### src/rtl/clint_mh.sv
// Multi-hart core-local interruptor: shared prescaled 64-bit mtime, per-hart mtimecmp/msip.
// Define CLINT_TICK_EXT_EN to advance mtime on synchronized rising edges of rtc_tick instead.
module clint_mh #(
   parameter int NHART    = 2,
   parameter int TICK_DIV = 1,
   parameter int ADDR_W   = 16
) (
   input  logic              clk,
   input  logic              reset,
   input  logic              req_valid,
   output logic              req_ready,
   input  logic              req_wen,
   input  logic [ADDR_W-1:0] req_addr,
   input  logic [63:0]       req_wdata,
   input  logic [7:0]        req_wstrb,
   output logic              rsp_valid,
   output logic [63:0]       rsp_rdata,
   output logic              rsp_err,
   input  logic              rtc_tick,
   output logic [NHART-1:0]  mtime_int,
   output logic [NHART-1:0]  msip_int,
   output logic [63:0]       mtime_data
);

   typedef enum logic {
      ST_IDLE,
      ST_RESP
   } state_e;

   localparam logic [ADDR_W-1:0] CMP_BASE   = ADDR_W'(32'h4000);
   localparam logic [ADDR_W-1:0] MTIME_ADDR = ADDR_W'(32'hBFF8);

   state_e             state_q, state_d;
   logic               req_ready_q, req_ready_d;
   logic               rsp_valid_q, rsp_valid_d;
   logic [63:0]        rsp_rdata_q, rsp_rdata_d;
   logic               rsp_err_q, rsp_err_d;
   logic [63:0]        mtime_q, mtime_d;
   logic [63:0]        mtimecmp_q [NHART];
   logic [63:0]        mtimecmp_d [NHART];
   logic [NHART-1:0]   msip_q, msip_d;
   logic [NHART-1:0]   mtime_int_q, mtime_int_d;
   logic [NHART-1:0]   msip_int_q, msip_int_d;

`ifdef CLINT_TICK_EXT_EN
   logic [1:0]         rtc_sync_q, rtc_sync_d;
   logic               rtc_prev_q, rtc_prev_d;
`else
   logic [15:0]        presc_q, presc_d;
   logic               rtc_tick_unused;
   assign rtc_tick_unused = rtc_tick;
`endif

   logic               accept;
   logic               tick;
   logic               mtime_hit;
   logic [NHART-1:0]   cmp_hit;
   logic [NHART-1:0]   msip_hit;
   logic [ADDR_W-1:0]  cmp_off;
   logic [63:0]        rd_data;
   logic               msip_wbit;
   logic               msip_wen;

   function automatic logic [63:0] merge_bytes(input logic [63:0] old_val,
                                               input logic [63:0] new_val,
                                               input logic [7:0]  strb);
      logic [63:0] res;
      res = old_val;
      for (int b = 0; b < 8; b++) begin
         if (strb[b]) res[8*b +: 8] = new_val[8*b +: 8];
      end
      return res;
   endfunction

   always_comb begin
      cmp_off   = req_addr - CMP_BASE;
      mtime_hit = (req_addr == MTIME_ADDR);
      cmp_hit   = '0;
      msip_hit  = '0;
      for (int h = 0; h < NHART; h++) begin
         cmp_hit[h]  = (req_addr >= CMP_BASE) && (cmp_off[2:0] == 3'b000) &&
                       (cmp_off[ADDR_W-1:3] == (ADDR_W-3)'(h));
         msip_hit[h] = (req_addr[1:0] == 2'b00) &&
                       (req_addr[ADDR_W-1:2] == (ADDR_W-2)'(h));
      end
   end

   // msip sits in the upper 32-bit lane when the word offset is odd
   always_comb begin
      rd_data = '0;
      if (mtime_hit) rd_data = mtime_q;
      for (int h = 0; h < NHART; h++) begin
         if (cmp_hit[h]) rd_data = mtimecmp_q[h];
         if (msip_hit[h]) rd_data = req_addr[2] ? {31'b0, msip_q[h], 32'b0} : {63'b0, msip_q[h]};
      end
      msip_wbit = req_addr[2] ? req_wdata[32] : req_wdata[0];
      msip_wen  = req_addr[2] ? req_wstrb[4]  : req_wstrb[0];
   end

`ifdef CLINT_TICK_EXT_EN
   always_comb begin
      rtc_sync_d = {rtc_sync_q[0], rtc_tick};
      rtc_prev_d = rtc_sync_q[1];
      tick       = rtc_sync_q[1] & ~rtc_prev_q;
   end
`else
   always_comb begin
      tick    = (presc_q == 16'(TICK_DIV - 1));
      presc_d = tick ? 16'd0 : presc_q + 16'd1;
      if (accept && req_wen && mtime_hit) presc_d = 16'd0;
   end
`endif

   always_comb begin
      accept      = (state_q == ST_IDLE) && req_valid;
      state_d     = state_q;
      req_ready_d = req_ready_q;
      rsp_valid_d = 1'b0;
      rsp_rdata_d = rsp_rdata_q;
      rsp_err_d   = rsp_err_q;
      mtime_d     = tick ? mtime_q + 64'd1 : mtime_q;
      mtimecmp_d  = mtimecmp_q;
      msip_d      = msip_q;

      case (state_q)
         ST_IDLE: begin
            if (accept) begin
               state_d     = ST_RESP;
               req_ready_d = 1'b0;
               rsp_valid_d = 1'b1;
               rsp_rdata_d = rd_data;
               rsp_err_d   = ~(mtime_hit | (|cmp_hit) | (|msip_hit));
            end
         end
         ST_RESP: begin
            state_d     = ST_IDLE;
            req_ready_d = 1'b1;
         end
         default: begin
            state_d     = ST_IDLE;
            req_ready_d = 1'b1;
         end
      endcase

      // a software write to mtime overrides the increment of the same cycle
      if (accept && req_wen) begin
         if (mtime_hit) mtime_d = merge_bytes(mtime_q, req_wdata, req_wstrb);
         for (int h = 0; h < NHART; h++) begin
            if (cmp_hit[h]) mtimecmp_d[h] = merge_bytes(mtimecmp_q[h], req_wdata, req_wstrb);
            if (msip_hit[h] && msip_wen) msip_d[h] = msip_wbit;
         end
      end

      for (int h = 0; h < NHART; h++) begin
         mtime_int_d[h] = (mtime_q >= mtimecmp_q[h]);
      end
      msip_int_d = msip_q;
   end

   always_ff @(posedge clk) begin
      if (reset) begin
         state_q     <= ST_IDLE;
         req_ready_q <= 1'b1;
         rsp_valid_q <= 1'b0;
         rsp_rdata_q <= '0;
         rsp_err_q   <= 1'b0;
         mtime_q     <= '0;
         for (int h = 0; h < NHART; h++) mtimecmp_q[h] <= '1;
         msip_q      <= '0;
         mtime_int_q <= '0;
         msip_int_q  <= '0;
`ifdef CLINT_TICK_EXT_EN
         rtc_sync_q  <= '0;
         rtc_prev_q  <= 1'b0;
`else
         presc_q     <= '0;
`endif
      end else begin
         state_q     <= state_d;
         req_ready_q <= req_ready_d;
         rsp_valid_q <= rsp_valid_d;
         rsp_rdata_q <= rsp_rdata_d;
         rsp_err_q   <= rsp_err_d;
         mtime_q     <= mtime_d;
         mtimecmp_q  <= mtimecmp_d;
         msip_q      <= msip_d;
         mtime_int_q <= mtime_int_d;
         msip_int_q  <= msip_int_d;
`ifdef CLINT_TICK_EXT_EN
         rtc_sync_q  <= rtc_sync_d;
         rtc_prev_q  <= rtc_prev_d;
`else
         presc_q     <= presc_d;
`endif
      end
   end

   // a reset landing in the response cycle suppresses that response
   assign rsp_valid  = rsp_valid_q & ~reset;
   assign req_ready  = req_ready_q;
   assign rsp_rdata  = rsp_rdata_q;
   assign rsp_err    = rsp_err_q;
   assign mtime_int  = mtime_int_q;
   assign msip_int   = msip_int_q;
   assign mtime_data = mtime_q;

endmodule

### config.mk
export PLATFORM = sky130hd
export DESIGN_NAME = clint_mh
export DESIGN_NICKNAME = d
export VERILOG_FILES = /design/src/rtl/clint_mh.sv
export SDC_FILE = /design/constraint.sdc
export NUM_CORES = 1
export LEC_CHECK = 0
export CAP_MARGIN = 20
export CELL_PAD_IN_SITES_DETAIL_PLACEMENT = 0
export CELL_PAD_IN_SITES_GLOBAL_PLACEMENT = 1
export CORE_ASPECT_RATIO = 1.75
export CORE_UTILIZATION = 34
export CTS_CLUSTER_DIAMETER = 150
export CTS_CLUSTER_SIZE = 8
export DETAILED_ROUTE_END_ITERATION = 16
export GPL_TIMING_DRIVEN = 0
export PLACE_DENSITY_LB_ADDON = 0.1
export SETUP_SLACK_MARGIN = 0.1
export SYNTH_ARGS = -nofsm -noshare
export SYNTH_HDL_FRONTEND = slang
export SYNTH_SLANG_ARGS = --single-unit
### constraint.sdc
create_clock -name clk -period 3 [get_ports clk]
set_input_delay 0.6 -clock clk [delete_from_list [all_inputs] [get_ports clk]]
set_output_delay 0.6 -clock clk [all_outputs]
set_load 0.01 [all_outputs]
==> results.sh, run 1 <==
export IMPL_synth_xor_area_frac=0.00900
export IMPL_grt_max_degree=12
export IMPL_instances_no_fill=2756
export IMPL_grt_pass1_vias=16400
export IMPL_worst_path_max_delay_cell="a222oi_1"
export IMPL_yosys_area_share_adder=0.107
export IMPL_root_buffer="clkbuf_16"
export IMPL_cts_sinks=281
export IMPL_ys_async_sr_fraction=0
export IMPL_cp_num_buf_inv=4
export IMPL_syn_area_mm2=0.0156
export IMPL_synth_common_cells="dfxtp_1, nand2_1, nor2_1"
export IMPL_tritoncts="done"
export IMPL_setup_viol=0
export IMPL_first_iter_violations=1350
export IMPL_cts_buffers=41
export IMPL_worstSetupEndpointType="register"
export IMPL_grt_use_met1=0.313
export IMPL_r2r_end="mtime_data[57]"
export IMPL_clkTransAtPathRegs_ns=0.05
export IMPL_insertion_delay_ns=0.55
export IMPL_fmax_mhz=339
export IMPL_synth_cell_types=73
export IMPL_rrSetupSlack_ns=0.17
export IMPL_timing_rr_start="mtime_data[11]"
export IMPL_slew_headroom=0.232
export IMPL_synth_area_top_cells="dfxtp_1, ha_1, o211ai_1"
export IMPL_grt_busiest_layer="met2"
export IMPL_grt_pass1_wl_um=102000
export IMPL_clk_path_buf_depth=3
export IMPL_nets=2402
export IMPL_power_density_mw_per_mm2=433
export IMPL_grtUsageMet3=0.0377
export IMPL_htreeDepth=2
export IMPL_crit_family="compound AO/OA/AOI/OAI gates"
export IMPL_synth_compound_area_frac=0.239
export IMPL_finalCriticalPeriod_ns=2.95
export IMPL_yosysSeqAreaShare=0.361
export IMPL_synth_area_leader_cell="dfxtp_1"
export IMPL_synth_edf_count=0
export IMPL_drtPass1Iterations=8
export IMPL_cp_endpoint="rsp_rdata[63]"
export IMPL_met2_usage=0.541
export IMPL_postRouteAntennaNets=0
export IMPL_final_layout_size_suffix_gt1_frac=0.0872
export IMPL_holdBufCountCts=0
export IMPL_syn_to_final_growth_pct=29.8
export IMPL_place_congestion=0.909
export IMPL_yosysWarningCount=0
export IMPL_synthCells=1882
export IMPL_timing_final_crit_share=0.982
export IMPL_irDropWorstVdd_v=0.000400
export IMPL_viasPerCell=5.96
export IMPL_wl_per_cell_um=24.8
export IMPL_synthSimpleGateAreaFrac=0.203
export IMPL_start_util=0.345
export IMPL_drc=0
export IMPL_die_y_um=285
export IMPL_critPathKind="input port to register"
export IMPL_syn_avg_cell_area_um2=8.27
export IMPL_hold_class="register to register"
export IMPL_vias=16400
export IMPL_drt_wl_total_um=68400
export IMPL_synthMuxAreaShare=0.0117
export IMPL_dp_slack_ns=-1.31
export IMPL_setup_ws_ns=0.0530
export IMPL_antenna_cells=0
export IMPL_crit_path_max_incr_delay_ns=1.00
export IMPL_place_inst=2686
export IMPL_synth_top_area_share=0.361
export IMPL_n_fill_cell=4603
export IMPL_antenna_found_initial=1
export IMPL_maxSlewViolCount=0
export IMPL_synth_most_common_cell="dfxtp_1"
export IMPL_hpwl_um=52300
export IMPL_startpoint_type="input port"
export IMPL_tightestPinTransition_ns=1.15
export IMPL_r2r_cells=7
export IMPL_finalSetupTns_ns=0
export IMPL_ys_ff_latch=281
export IMPL_hold_ws_ns=0.463
export IMPL_die_area_mm2=0.0467
export IMPL_ys_flop_type="dfxtp_1"
export IMPL_grt_overflow=0
export IMPL_rows=103
export IMPL_setup_worst_path_start="req_addr[14]"
export IMPL_core_mm2=0.0451
export IMPL_pin_count=228
export IMPL_hold_viol=0
export IMPL_power_leakage_nw=8.61
export IMPL_status="finished clean"
export IMPL_port_buffers=224
export IMPL_path_max_fanout=10
export IMPL_rsz0062_at_grt="true"
export IMPL_drv_cap=0
export IMPL_syn_nets=2108
export IMPL_required_ns=3.36
export IMPL_grt_use_total=0.292
export IMPL_path_cells="clkdlybuf4s50_1 > inv_1 > ha_1 > and3b_2 > nand3_2 > nor2_4 > buf_8 > clkbuf_16 > a222oi_1 > a211oi_1"
export IMPL_synth_top_family_by_area="compound AO/OA/AOI/OAI gates"
export IMPL_finClkSkew_ns=0.0219
export IMPL_power_total_w=0.00876
export IMPL_worst_path_stages=10
export IMPL_worstPathArrival_ns=3.31
export IMPL_fp_dieW_um=164
## cell usage in the layout (no fill, tap or decap), types with 11 or more instances in the layout
master,n
dfxtp_1,269
nor2_1,154
dfxtp_2,12
clkdlybuf4s50_1,223
nor3_1,29
or4_1,17
a21oi_1,58
buf_4,27
and2_1,12
inv_1,154
a211oi_1,82
nor4_1,11
and4_1,11
o211ai_1,144
ha_1,133
nand3_1,43
buf_2,12
a31oi_1,27
clkbuf_16,44
nand2_1,218
clkbuf_2,32
nand4_1,51
o21ai_0,47
clkbuf_1,62
a222oi_1,62
and3_1,45
## worst register-to-register path, stage by stage, from the launching register on
cell	delay (ns)
dfxtp_1	0.59
nand4_1	0.24
or3_1	0.56
nor2_1	0.30
nand4_2	0.19
buf_6	0.20
or4_1	0.50
a31oi_1	0.16
## repair_timing
| item | in CTS | in global routing |
|---|---|---|
| endpoints found under the setup margin | 275 | 170 |
| setup buffers | 14 | 10 |
| pin swaps | 9 | 7 |
| gates resized for setup | 78 | 60 |
## layer usage
metal / share of wire / wire length (um)
met3: 0.051 / 3500
met4: 0.058 / 3940
met5: 0.00026 / 18
met1: 0.37 / 25200
met2: 0.52 / 35700
## final cells by class
| type | instances | area, um^2 | area share |
|---|---|---|---|
| inverter | 154 | 578 | 0.0286 |
| timing repair buffer | 251 | 2490 | 0.123 |
| clock inverter | 2 | 17.5 | 0.000867 |
| tap | 577 | 722 | 0.0357 |
| multi-input combinational | 1322 | 9020 | 0.446 |
| sequential | 281 | 5640 | 0.279 |
| buffer | 125 | 651 | 0.0322 |
| clock buffer | 44 | 1080 | 0.0534 |
## through the flow
| stage | cell area, um^2 | utilization |
|---|---|---|
| after floorplan | 15600 | - |
| after global placement | 18500 | 0.411 |
| after detailed placement | 18600 | 0.412 |
| after CTS | 20000 | 0.444 |
| after global routing | 20200 | 0.448 |
| final | 20200 | 0.448 |
## cells by family (layout without fill, tap and decap cells)
family | Yosys count | count (layout)
buf+inv | 279 | 576
compound gates | 506 | 506
xor+xnor | 16 | 16
fa+ha+maj | 133 | 133
flops | 281 | 281
mux | 17 | 17
simple gates | 650 | 650
## flip-flops by register name (all words and copies together), names as in the netlist
register	cells
msip_int	2
msip_int_d	2
mtime_data	64
mtime_int	2
mtimecmp_q	128
presc_q	16
req_ready	1
rsp_err	1
rsp_rdata	64
state_q	1
## worst min path at each step
stage                     startpoint   endpoint  slack (ns)  cells past startpoint
after floorplan              state_q  req_ready        0.45                      2
final                        rsp_err    rsp_err        0.46                      2
after detailed placement     rsp_err    rsp_err        0.46                      2
after global placement       rsp_err    rsp_err        0.44                      2
after global routing         rsp_err    rsp_err        0.50                      2
after CTS                    rsp_err    rsp_err        0.47                      2
## report_power, final
group	leakage (nW)	internal [W]	switching (W)
Clock	0.540	0.00251	0.00174
Sequential	2.29	0.00380	0.0000406
Combinational	5.79	0.000280	0.000382
Total	8.61	0.00659	0.00217
Note: power is estimated with default switching activity, not from simulation.
==> inputs of run 2 (changes only) <==
Settings changed: GPL_ROUTABILITY_DRIVEN set to 0.
==> results of run 2 <==
No change in the layout: final DEF, timing and power equal those of run 1.
